### src/rtl/ser_pkg.sv
// ser_pkg: state encoding, idle-level default and counter sizing shared by the serial feeder
// and its neighbours.
package ser_pkg;

  typedef enum logic [1:0] {
    IDLE,
    SHIFT,
    GAP,
    PAR
  } ser_state_e;

  localparam logic IDLE_LVL_DEFAULT = 1'b0;

  // clog2 with a floor of one bit, so zero-length counters still have a legal width
  function automatic int cnt_width(input int n);
    if (n <= 1) return 1;
    return $clog2(n);
  endfunction

endpackage

### src/rtl/ser_bit_feeder.sv
// ser_bit_feeder: accepts a parallel word on valid/ready, shifts it out MSB first on ser_out
// and then holds IDLE_LVL for GAP_CYCLES cycles. Optional even-parity bit: SER_PARITY_EN.
module ser_bit_feeder
  import ser_pkg::*;
#(
  parameter int unsigned DATA_W     = 8,
  parameter int unsigned GAP_CYCLES = 2,
  parameter logic        IDLE_LVL   = IDLE_LVL_DEFAULT
) (
  input  logic              clk,
  input  logic              rst,
  input  logic [DATA_W-1:0] din,
  input  logic              din_valid,
  output logic              din_ready,
  output logic              ser_out,
  output logic              frame_start,
  output logic              busy
);

  localparam int CW = cnt_width(DATA_W);
  localparam int GW = cnt_width(GAP_CYCLES + 1);
  localparam logic [CW-1:0] CNT_LOAD = CW'(DATA_W - 1);
  localparam logic [GW-1:0] GAP_LOAD = GW'((GAP_CYCLES > 0) ? GAP_CYCLES - 1 : 0);
  localparam ser_state_e POST_FRAME = (GAP_CYCLES > 0) ? GAP : IDLE;

  ser_state_e        state_q, state_d;
  logic [DATA_W-1:0] shreg_q, shreg_d;
  logic [CW-1:0]     cnt_q, cnt_d;
  logic [GW-1:0]     gcnt_q, gcnt_d;
  logic              ser_q, ser_d;
  logic              fs_q, fs_d;
  logic              rdy_q, rdy_d;
  logic              busy_q, busy_d;
`ifdef SER_PARITY_EN
  logic              par_q, par_d;
`endif

  always_ff @(posedge clk or posedge rst) begin
    if (rst) begin
      state_q <= IDLE;
      shreg_q <= '0;
      cnt_q   <= '0;
      gcnt_q  <= '0;
      ser_q   <= IDLE_LVL;
      fs_q    <= 1'b0;
      rdy_q   <= 1'b0;
      busy_q  <= 1'b0;
`ifdef SER_PARITY_EN
      par_q   <= 1'b0;
`endif
    end else begin
      state_q <= state_d;
      shreg_q <= shreg_d;
      cnt_q   <= cnt_d;
      gcnt_q  <= gcnt_d;
      ser_q   <= ser_d;
      fs_q    <= fs_d;
      rdy_q   <= rdy_d;
      busy_q  <= busy_d;
`ifdef SER_PARITY_EN
      par_q   <= par_d;
`endif
    end
  end

  // Outputs are registered, so every *_d here is the value the line shows after the next edge.
  always_comb begin
    state_d = state_q;
    shreg_d = shreg_q;
    cnt_d   = cnt_q;
    gcnt_d  = gcnt_q;
    ser_d   = IDLE_LVL;
    fs_d    = 1'b0;
`ifdef SER_PARITY_EN
    par_d   = par_q;
`endif
    case (state_q)
      IDLE: begin
        if (rdy_q && din_valid) begin
          state_d = SHIFT;
          shreg_d = din;
          cnt_d   = CNT_LOAD;
          ser_d   = din[DATA_W-1];
          fs_d    = 1'b1;
`ifdef SER_PARITY_EN
          par_d   = ^din;
`endif
        end
      end
      SHIFT: begin
        if (cnt_q == '0) begin
`ifdef SER_PARITY_EN
          state_d = PAR;
          ser_d   = par_q;
`else
          state_d = POST_FRAME;
          gcnt_d  = GAP_LOAD;
`endif
        end else begin
          shreg_d = shreg_q << 1;
          ser_d   = shreg_q[DATA_W-2];
          cnt_d   = cnt_q - CW'(1);
        end
      end
`ifdef SER_PARITY_EN
      PAR: begin
        state_d = POST_FRAME;
        gcnt_d  = GAP_LOAD;
      end
`endif
      GAP: begin
        if (gcnt_q == '0) state_d = IDLE;
        else gcnt_d = gcnt_q - GW'(1);
      end
      default: state_d = IDLE;
    endcase
    rdy_d  = (state_d == IDLE);
    busy_d = (state_d != IDLE);
  end

  assign din_ready   = rdy_q;
  assign ser_out     = ser_q;
  assign frame_start = fs_q;
  assign busy        = busy_q;

endmodule

### config.mk
export PLATFORM = sky130hd
export DESIGN_NAME = ser_bit_feeder
export DESIGN_NICKNAME = d
export VERILOG_FILES = /design/src/rtl/ser_pkg.sv /design/src/rtl/ser_bit_feeder.sv
export SDC_FILE = /design/constraint.sdc
export NUM_CORES = 1
export LEC_CHECK = 0
export CORE_MARGIN = 3
export CORE_UTILIZATION = 50
export DETAILED_ROUTE_END_ITERATION = 8
export GPL_ROUTABILITY_DRIVEN = 1
export PLACE_DENSITY_LB_ADDON = 0.05
export SETUP_SLACK_MARGIN = 0.15
export SLEW_MARGIN = 20
export SYNTH_ARGS = -nofsm -noshare
export SYNTH_HDL_FRONTEND = slang
export SYNTH_SLANG_ARGS = --single-unit
### constraint.sdc
create_clock -name clk -period 1.5 [get_ports clk]
set_input_delay 0.45 -clock clk [delete_from_list [all_inputs] [get_ports clk]]
set_output_delay 0.45 -clock clk [all_outputs]
set_load 0.05 [all_outputs]
Yosys cells after proc, flatten, opt, wreduce, memory -nomap -nowiden:

Index checks and enable logic that the tools add are counted.

* register bits: 18
* input bits: 11
* output and inout bits: 4

* add/sub/neg operators: 2
* eq/ne operators: 6
* multiplexer cells: 18
* reductions and logical operators: 10

Operator list (number)
* 2-to-1 mux 7 bit: 2
* one-hot mux 7 bit (2 select lines): 1
* 2-to-1 mux 2 bit: 5
* inequality test 2 bit (second input constant): 4
* zero test 2 bit: 3
* 2-to-1 mux 3 bit: 2
* one-hot mux 2 bit (3 select lines): 1
* one-hot mux 3 bit (2 select lines): 1
* AND reduction 3 bit: 2
* nonzero test 2 bit: 3
* 2-to-1 mux 1 bit: 4
* one-hot mux 2 bit (2 select lines): 1
* zero test 3 bit: 1
* subtractor 3 x 1 -> 3 bit (second input constant): 1
* equality test 2 x 1 -> 1 bit (second input constant): 1
* equality test 2 bit (second input constant): 1
* one-hot mux 1 bit (2 select lines): 1
* subtractor 2 x 1 -> 2 bit (second input constant): 1
* logical AND 1 bit: 1

Depth between registers and ports, before layout:

* depth in word-level cells: 4
* mapped depth: 6

Least setup slack after synthesis:

No wires, ideal clock.

* path kind: flip-flop to flip-flop
* start point: register rdy_q (netlist: din_ready)
* end point: register shreg_q[1]
* setup time: 125 ps
* arrival time: 1495 ps
* required time: 1375 ps
* path slack: -120 ps
* cell stages (with the launch flop): 6
* cell sequence: dfrtp_1 -> nor4bb_1 -> buf_2 -> a21oi_4 -> inv_4 -> mux2_4

* longest elaborated chain between the ends: 3

Ends and longest elaborated chain
* start, declared: line ser_bit_feeder.sv:32 `logic rdy_q, rdy_d;`
* start signal, assigned: line ser_bit_feeder.sv:58 `rdy_q <= rdy_d;`
* logical AND 1 bit: line ser_bit_feeder.sv:79 `if (rdy_q && din_valid) begin`
* inequality test 2 bit (no source line)
* AND reduction 3 bit (no source line)
* end signal, assigned: line ser_bit_feeder.sv:53 `shreg_q <= shreg_d;`
* end, declared: line ser_bit_feeder.sv:27 `logic [DATA_W-1:0] shreg_q, shreg_d;`

Every way passes these cells.
A chain may end at the register's enable or synchronous reset.

Final worst setup path:

* start point: register state_q[1]
* end point: register shreg_q[2]

* longest elaborated chain between the ends: 3

Ends and longest elaborated chain
* start, declared: line ser_bit_feeder.sv:26 `ser_state_e state_q, state_d;`
* start signal, assigned: line ser_bit_feeder.sv:52 `state_q <= state_d;`
* equality test 2 x 1 -> 1 bit or zero test 2 bit (tied branches): line ser_bit_feeder.sv:77 `case (state_q)`
* inequality test 2 bit (no source line) or nonzero test 2 bit (tied branches)
* AND reduction 3 bit (no source line)

Several ways; a longest one is shown, not always the timed one.

==> results.json <==
{
  "cts_buffers": 3,
  "setup_viol": 0,
  "worstSetupPathDepth": 5,
  "io_buffers": 14,
  "synthArstFlopShare_pct": 100,
  "yosysTopAreaCellShare_pct": 52.9,
  "grt_max_degree": 19,
  "switching_share_pct": 37.2,
  "ant_nets": 0,
  "power_density_nw_per_um2": 2260,
  "antenna_cells": 0,
  "syn_nets": 79,
  "synth_seq_cells": 18,
  "dr.pass1.iters": 4,
  "crit_end": "shreg_q[2]$_DFFE_PP0P_",
  "worst-path-max-fanout": 7,
  "die_w_um": 47.3,
  "first_global_vias": 602,
  "status": "complete, no violations",
  "combPwrFrac_pct": 59.4,
  "antenna_found_initial": 0,
  "ctsHoldBuffers": 0,
  "period_share_pct": 99.8,
  "dieArea_sq_um": 2230,
  "cts_tree": "done",
  "vias": 598,
  "globalplace.congestion": 0.729,
  "preCtsSetupSlack_ns": -0.447,
  "grt_usage_pct": 19.9,
  "die_h_um": 47.3,
  "cts.path.max_buffers": 2,
  "first_iter_violations": 9,
  "wl_um": 1980,
  "max-slew-margin-rel_pct": 69.8,
  "r2r_cells": 5,
  "finalHoldViolations": 0,
  "crit_type": "reg -> reg",
  "hold_slack_ns": 0.453,
  "required_ns": 1.68,
  "core_sq_um": 1560,
  "dpl.hpwl_um": 1260,
  "cts_sinks": 18,
  "synth_area_leaders": "dfrtp_1 53%, mux2_4 11%, mux2_1 5.3%",
  "finish.utilization_pct": 80.0,
  "timing.rr.end": "shreg_q[2]$_DFFE_PP0P_",
  "crit_arrival_ns": 1.68,
  "post_drt_wl_per_cell_um": 18.0,
  "clkTransAtPathRegs_ns": 0.11,
  "syn_area_per_cell_sq_um": 13.1,
  "seq_power_share_pct": 30.1,
  "crit_chain": "nor4bb_2 > buf_4 > a21oi_4 > clkinv_4 > mux2_4",
  "drive_above_1_share_pct": 47.9,
  "insertion_delay_ns": 0.30,
  "rsz0062_at_grt": "yes",
  "ys_types": 25,
  "critPathLaunchType": "flop",
  "grt_overflow": 0,
  "tightest_slew_ns": 0.447,
  "synth_most_common_cell": "dfrtp_1",
  "fin_ws_ns": 0.00328,
  "slowest_stage": "dfrtp_1",
  "htree_levels": 1,
  "slew_viol_final": 0,
  "ys.flop_type": "dfrtp_1",
  "initial_core_util_pct": 54.6,
  "p_leak_uw": 0.000590,
  "synth_edf_count": 0,
  "synthCells": 65,
  "maxCapViolCount": 0,
  "crit_family": "flip-flops",
  "rows": 14,
  "hp-class": "in -> async",
  "post_drt_via_cell_ratio": 5.44,
  "critPathMaxStageDelay_ns": 0.45,
  "cts_root_buffer": "clkbuf_4",
  "synth_warnings": 0,
  "r2r_start": "state_q[1]$_DFF_PP0_",
  "clkPwrFrac_pct": 10.6,
  "grt_pass1_wl_um": 2820,
  "clock.fmax_mhz": 668,
  "syn_to_final_growth_pct": 46.6,
  "yosysSeqAreaShare_pct": 52.9,
  "synth_common_cells": "18 x dfrtp_1, 7 x inv_1, 6 x mux2_4",
  "synth_top_cell_by_area": "dfrtp_1",
  "reg2reg_slack_ns": 0.003,
  "crit_buf_inv": 2,
  "ir_drop_v": 0.00163,
  "min_period_ns": 1.50,
  "synth_area_sq_um": 851,
  "final_nets": 109,
  "cp-end-kind": "flop",
  "crit_start": "state_q[1]$_DFF_PP0_",
  "skew_ns": 0.00984,
  "drc": 0,
  "io_pins": 15,
  "intPower_uw": 1770,
  "switching_power_uw": 1050
}
[state kept, by name, indices dropped and copies added, names as in the netlist]
signal	flops
cnt_q	3
shreg_q	7
ser_out	1
state_q	2
din_ready	1
gcnt_q	2
frame_start	1
busy	1
[per-layer routing]
layer	up-vias	share of wire [%]	GRT usage [%]
met3	8	3.5	4.98
met4	0	4.1	12.7
met2	19	49	31.3
met5	-	0	0
met1	290	43	24.0
li1	281	-	-
[layout make-up]
cell class,instances,area [sq um]
Sequential cell,18,452
Multi-Input combinational cell,36,420
Fill cell,94,312
Timing Repair Buffer,28,284
Clock buffer,4,36.3
Inverter,8,35.0
Tap cell,16,20.0
[power groups by stage]
stage	logic (uW)	registers, uW	clock network, uW
floorplan	747	948	0
global placement	1330	841	0
detailed placement	1380	849	0
CTS	1490	843	302
global route	1790	867	324
finish	1680	849	298
[timing repair]
item	4_1_cts	5_1_grt
pin swaps	3	3
setup endpoints to repair	15	14
setup buffers	2	2
resized for setup	8	7
[worst reg2reg max path: cells and delay by family (launching register included)]
family,cells,cell delay (ns)
multiplexers,1,0.31
AND/OR/NAND/NOR,1,0.31
buffers and inverters,2,0.27
flip-flops,1,0.45
AO/OA/AOI/OAI,1,0.04
[placed cells by master (no fill, tap or decap)]
| master | instances |
|---|---|
| a22o_1 | 1 |
| nor4bb_2 | 1 |
| dfrtp_1 | 17 |
| clkdlybuf4s50_1 | 9 |
| a32o_1 | 1 |
| a21oi_4 | 1 |
| ha_4 | 1 |
| clkbuf_4 | 3 |
| buf_4 | 14 |
| buf_12 | 4 |
| clkinv_4 | 1 |
| clkbuf_8 | 1 |
| nor3b_2 | 1 |
| a21oi_2 | 2 |
| nor4b_1 | 2 |
| nand2b_2 | 1 |
| mux2_1 | 4 |
| nor3_2 | 1 |
| nor3_1 | 1 |
| nand2_1 | 1 |
| a211o_1 | 1 |
| inv_1 | 5 |
| nand2b_4 | 1 |
| inv_2 | 2 |
| a31oi_4 | 1 |
| mux2_4 | 6 |
| mux2_2 | 2 |
| ha_1 | 2 |
| dlygate4sd2_1 | 1 |
| dfrtp_2 | 1 |
| a211oi_2 | 1 |
| nor2b_1 | 2 |
| a21o_1 | 1 |
| mux2i_1 | 1 |
[worst min path at each step]
stage	start	endpoint	slack, ns	cells past startpoint
2_1_floorplan	rst	busy$_DFF_PP0_	0.39	1
3_5_place_dp	gcnt_q[1]$_DFFE_PP0P_	gcnt_q[1]$_DFFE_PP0P_	0.47	1
3_3_place_gp	gcnt_q[1]$_DFFE_PP0P_	gcnt_q[1]$_DFFE_PP0P_	0.46	1
4_1_cts	rst	busy$_DFF_PP0_	0.46	3
6_report	rst	busy$_DFF_PP0_	0.45	3
5_1_grt	rst	busy$_DFF_PP0_	0.48	3
[cell families (layout without fill, tap and decap cells)]
kind of cell	Yosys count	count (layout)	synth area share [%]
buffers and inverters	11	40	5.44
and+or+nand+nor	11	11	8.68
DFF	18	18	52.9
AOI/OAI and AO/OA	9	9	8.83
muxes	13	13	19.7
adders and majority gates	3	3	4.41
[stage by stage]
| stage | cells | setup TNS, ns | cell area, sq um | total power [uW] |
|---|---|---|---|---|
| after detailed placement | 102 | -4.48 | 1110 | 2230 |
| after CTS | 108 | 0 | 1190 | 2640 |
| after global routing | 110 | -0.356 | 1250 | 2980 |
| after floorplan | 65 | 0 | 852 | 1700 |
| final | 110 | 0 | 1250 | 2820 |
| after global placement | 102 | -4.46 | 1110 | 2170 |
Power figures use the tool's default switching activity.
